### src/rtl/execute_flag_register_stack.sv
// Execute-stage flags register with priority-ordered producer units, a direct
// write port, a LIFO save/restore stack for exception entry/return, and a
// same-cycle bypass of the value the register takes at the next edge.
module execute_flag_register_stack #(
  parameter int FLAG_W      = 5,
  parameter int SRC_N       = 4,
  parameter int STACK_DEPTH = 4,
  parameter int PTR_W       = 3
) (
  input  logic                      iCLOCK,
  input  logic                      iRESET,
  input  logic                      iRESET_SYNC,
  input  logic                      iCTRL_HOLD,
  input  logic                      iPREV_INST_VALID,
  input  logic                      iPREV_BUSY,
  input  logic                      iPREV_FLAG_WRITE,
  input  logic [SRC_N-1:0]          iSRC_VALID,
  input  logic [SRC_N*FLAG_W-1:0]   iSRC_FLAG,
  input  logic                      iWR_VALID,
  input  logic [FLAG_W-1:0]         iWR_FLAG,
  input  logic                      iPUSH,
  input  logic                      iPOP,
  output logic [FLAG_W-1:0]         oFLAG,
  output logic [FLAG_W-1:0]         oFLAG_NEXT,
  output logic [PTR_W-1:0]          oSTACK_COUNT,
  output logic                      oSTACK_FULL,
  output logic                      oSTACK_EMPTY,
  output logic                      oERR_OVERFLOW,
  output logic                      oERR_UNDERFLOW,
  output logic                      oERR_CONFLICT
);

  localparam int IDX_W = (STACK_DEPTH > 1) ? $clog2(STACK_DEPTH) : 1;

  logic [FLAG_W-1:0] flagReg;
  logic [FLAG_W-1:0] flagNext;
  logic [FLAG_W-1:0] stackMem [STACK_DEPTH];
  logic [PTR_W-1:0]  stackCount;
  logic              stackFull;
  logic              stackEmpty;
  logic [IDX_W-1:0]  pushIdx;
  logic [IDX_W-1:0]  topIdx;
  logic              srcHit;
  logic [FLAG_W-1:0] srcFlag;
  logic              instUpdate;
  logic              active;
  logic              conflict;
  logic              popReq;
  logic              pushReq;
  logic              errOverflow;
  logic              errUnderflow;
  logic              errConflict;

  assign stackFull  = (stackCount == PTR_W'(STACK_DEPTH));
  assign stackEmpty = (stackCount == '0);
  assign pushIdx    = IDX_W'(stackCount);
  assign topIdx     = IDX_W'(stackCount - PTR_W'(1));

  // Hold freezes everything; push and pop together is an error, not an action.
  assign active   = !iCTRL_HOLD && !iRESET_SYNC;
  assign conflict = active && iPUSH && iPOP;
  assign popReq   = active && iPOP && !iPUSH;
  assign pushReq  = active && iPUSH && !iPOP;

  // Select the lowest-index valid producer (index 0 has highest priority).
  always_comb begin
    srcHit  = 1'b0;
    srcFlag = '0;
    for (int k = SRC_N - 1; k >= 0; k--) begin
      if (iSRC_VALID[k]) begin
        srcHit  = 1'b1;
        srcFlag = iSRC_FLAG[k*FLAG_W +: FLAG_W];
      end
    end
    instUpdate = iPREV_INST_VALID && !iPREV_BUSY && iPREV_FLAG_WRITE && srcHit;
  end

  // Next flag value: restore beats direct write beats instruction update.
  always_comb begin
    flagNext = flagReg;
    if (iRESET_SYNC) begin
      flagNext = '0;
    end else if (iCTRL_HOLD || conflict) begin
      flagNext = flagReg;
    end else if (popReq) begin
      if (!stackEmpty) flagNext = stackMem[topIdx];
    end else if (iWR_VALID) begin
      flagNext = iWR_FLAG;
    end else if (instUpdate) begin
      flagNext = srcFlag;
    end
  end

  // Stack storage saves the pre-update flags; contents need no reset.
  always_ff @(posedge iCLOCK) begin
    if (pushReq && !stackFull) stackMem[pushIdx] <= flagReg;
  end

  // Flags, occupancy count and sticky error bits.
  always_ff @(posedge iCLOCK or posedge iRESET) begin
    if (iRESET) begin
      flagReg      <= '0;
      stackCount   <= '0;
      errOverflow  <= 1'b0;
      errUnderflow <= 1'b0;
      errConflict  <= 1'b0;
    end else if (iRESET_SYNC) begin
      flagReg      <= '0;
      stackCount   <= '0;
      errOverflow  <= 1'b0;
      errUnderflow <= 1'b0;
      errConflict  <= 1'b0;
    end else if (!iCTRL_HOLD) begin
      flagReg <= flagNext;
      if (conflict) begin
        errConflict <= 1'b1;
      end else if (popReq) begin
        if (stackEmpty) errUnderflow <= 1'b1;
        else            stackCount   <= stackCount - PTR_W'(1);
      end else if (pushReq) begin
        if (stackFull) errOverflow <= 1'b1;
        else           stackCount  <= stackCount + PTR_W'(1);
      end
    end
  end

  assign oFLAG          = flagReg;
  assign oFLAG_NEXT     = flagNext;
  assign oSTACK_COUNT   = stackCount;
  assign oSTACK_FULL    = stackFull;
  assign oSTACK_EMPTY   = stackEmpty;
  assign oERR_OVERFLOW  = errOverflow;
  assign oERR_UNDERFLOW = errUnderflow;
  assign oERR_CONFLICT  = errConflict;

endmodule

### config.mk
export PLATFORM = sky130hd
export DESIGN_NAME = execute_flag_register_stack
export DESIGN_NICKNAME = d
export VERILOG_FILES = /design/src/rtl/execute_flag_register_stack.sv
export SDC_FILE = /design/constraint.sdc
export NUM_CORES = 1
export LEC_CHECK = 0
export BUFFER_PORTS_ARGS = -buffer_cell sky130_fd_sc_hd__clkbuf_2
export CAP_MARGIN = 10
export CORE_MARGIN = 4
export CORE_UTILIZATION = 35
export DETAILED_ROUTE_END_ITERATION = 10
export HOLD_SLACK_MARGIN = 0.05
export PLACE_DENSITY = 0.57
export SLEW_MARGIN = 40
export SYNTH_ARGS = -nofsm -noshare
export SYNTH_HDL_FRONTEND = slang
export SYNTH_SLANG_ARGS = --single-unit
export TNS_END_PERCENT = 5
### constraint.sdc
create_clock -name iCLOCK -period 4.6 [get_ports iCLOCK]
set_input_delay 0.46 -clock iCLOCK [delete_from_list [all_inputs] [get_ports iCLOCK]]
set_output_delay 0.46 -clock iCLOCK [all_outputs]
set_load 0.02 [all_outputs]
==> run summary <==
status - finished clean
CTS tree - built
total number of vias - 1,430
TNS Setup - 0 ps
routed length on met3 - 202 µm
Max VDD drop - 189 µV
final hold vios - 0
Die ar. - 6250 µm²
Max-Cap Viols - 0
fin cells - 283
flop-to-flop setup slack - 2270 ps
Final setup violation count - 0
Synth top area share - 0.340
# IOs - 57
clock latency on the worst-skew pair - 270 ps
Tmin final - 3060 ps
total core area - 4820 µm²
DRC viols - 0
Synth area leader - edfxtp_1
final wirelength - 4.26 mm
met1 WL - 2.02 mm
gr ovfl total - 0
Worst Path Arrival - 2600 ps
Worst path max stage delay - 610 ps
met2 WL post-DR - 1.99 mm
most area-consuming cells after synthesis - edfxtp_1, dfrtp_1, mux4_2
Top delay family on crit path - flip-flops
Fin Clk Skew - 5.27 ps
post-layout util - 0.452
first-pass GRT wire length - 7.09 mm
ratio of cells with drive above 1 in the final layout - 0.352
Ant. Diodes - 0
Syn Nets - 201
Clock transition at path regs - 60 ps
Max Root-Sink Buffers - 2
crit path kind - reg -> out
pin count of the biggest net entering global routing - 12
Vias per Instance - 5.05
Max Slew Vio Count - 0
CP Launch Type - flop
RSZ-0062 raised after global routing - false
CP Cell Sequence - inv_1 -> ha_1 -> mux4_2 -> nand2_1 -> a31oi_2 -> o31ai_4 -> a21oi_1 -> clkbuf_2
placed cells - 275
WP data required - 4140 ps
Pleak - 0.919 nW
initial antenna violation count - 0
DPL Wire Length - 3.41 mm
Die Span Y - 79.1 µm
post_cts resized - 0
Max Clk Rate - 0.327 GHz
H-tree Lvls - 2
most frequent cells after synthesis - a21oi_1, edfxtp_1, nand3_1, dfrtp_1, inv_1
initial core utilization - 0.367
average instance area after synthesis - 11.3 µm²
Placement Rows - 25
clk root buf - clkbuf_8
synthesized area - 1770 µm²
count leader, synth - a21oi_1
Hold-fix buffers, CTS - 0
Slowest cell on crit path - dfrtp_1
Fillers - 486
CP Buf/Inv Count - 2
wire per inst - 15.0 µm
DRT iter0 DRCs - 59
flops & latches, synth - 31
Power Total - 0.699 mW
die width - 79.1 µm
Syn. warnings - 0
CTS Buf Count - 5
asr flop ratio synth - 0.355
DR top layer - met4
CP Capture Type - output pin
total track usage - 0.146
DR pass1 iterations - 4
Post-layout nets - 259
Hold WC Path Type - in -> async
DRT antenna net count - 0
Yosys cell types - 38
Cell Pwr Density - 321 nW/µm²
post-CTS setup buffers - 0
Slew HR - 0.565
vias in the first global route - 1,463
Max Fanout on Critical Path - 9
clk sinks - 31
Area Growth Syn to Fin - 23.1%
GPL Wtd Cong - 0.844
port bufs - 56
final period utilization - 0.665
Gate Count Post-Synth - 157
post-synthesis sequential area ratio - 0.495
Slew @ Worst Pin - 647 ps
EDFF count, synth - 20
prevailing post-synth register cell - edfxtp_1
## cell usage in the layout, fill, tap and decap left out, drive strengths merged
master   netlist  final
clkbuf         1     62
a21oi         23     23
edfxtp        20     20
nand3         13     13
inv           11     11
dfrtp         11     11
nor2          10     10
o21ai          7      7
mux4           5      5
ha             5      5
and2           4      4
nand2          4      4
o22ai          4      4
o221ai         4      4
and3           4      4
nand2b         3      3
a22oi          3      3
nor4           3      3
nor2b          2      2
nand3b         2      2
o31ai          2      2
a31oi          2      2
clkinv         0      2
a2bb2oi        1      1
nor4b          1      1
mux2           1      1
a21o           1      1
or3            1      1
a211o          1      1
o21bai         1      1
o2bb2ai        1      1
xor2           1      1
buf            5      1
## routing by layer
layer | vias to the layer above | GRT usage
met3 | 6 | 0.0351
met2 | 34 | 0.222
met5 | - | 0
li1 | 715 | -
met4 | 0 | 0.0361
met1 | 675 | 0.210
## cell type report
type / instances / area (µm²) / share of cell area
flip-flops and latches: 31 / 876 / 0.402
repair buffers: 57 / 292 / 0.134
clock inverters: 2 / 8.76 / 0.00402
clock buffers: 6 / 72.6 / 0.0333
well taps: 67 / 83.8 / 0.0385
inverters: 11 / 41.3 / 0.0190
multi-input cells: 109 / 803 / 0.369
## per-stage QoR
stage	setup WS (ps)	hold slack [ps]	area, µm²
2_1_floorplan	1970	312	1770
3_3_place_gp	1800	477	2080
3_5_place_dp	1810	470	2100
4_1_cts	1490	170	2180
5_1_grt	1300	206	2180
6_report	1540	159	2180
## cell families (layout without fill, tap and decap cells)
kind of cell,Yosys count,after routing,synth area share
adder cells (fa/ha/maj),5,5,0.0354
AO/OA/AOI/OAI,50,50,0.184
flip-flops,31,31,0.495
AND/OR/NAND/NOR,47,47,0.154
multiplexers,6,6,0.0722
buffers and inverters,17,76,0.0538
XOR/XNOR,1,1,0.00495
## sequential cells by signal (all words and copies together) (netlist names)
register and count:
stackMem 20, oFLAG 5, oSTACK_COUNT 3, oERR_CONFLICT 1
oERR_OVERFLOW 1, oERR_UNDERFLOW 1
## report_power, final
group / switching, mW / internal, mW / leakage, nW
combinational: 0.107 / 0.0711 / 0.545
sequential: 0.0167 / 0.309 / 0.332
clock: 0.0916 / 0.104 / 0.0426
total: 0.215 / 0.484 / 0.919
## worst paths after layout
check                           depth (start not counted)       startpoint              to
worst max-delay path                                    8  oSTACK_COUNT[0]   oFLAG_NEXT[4]
worst min-delay path                                    2           iRESET   oERR_OVERFLOW
worst max register to register                          5  oSTACK_COUNT[0]  stackMem[3][1]
worst min register to register                          2    oERR_CONFLICT   oERR_CONFLICT
max in group asynchronous                               2           iRESET        oFLAG[1]
min in group iCLOCK                                     2    oERR_CONFLICT   oERR_CONFLICT
No activity file was read; power rests on OpenSTA's default activity.
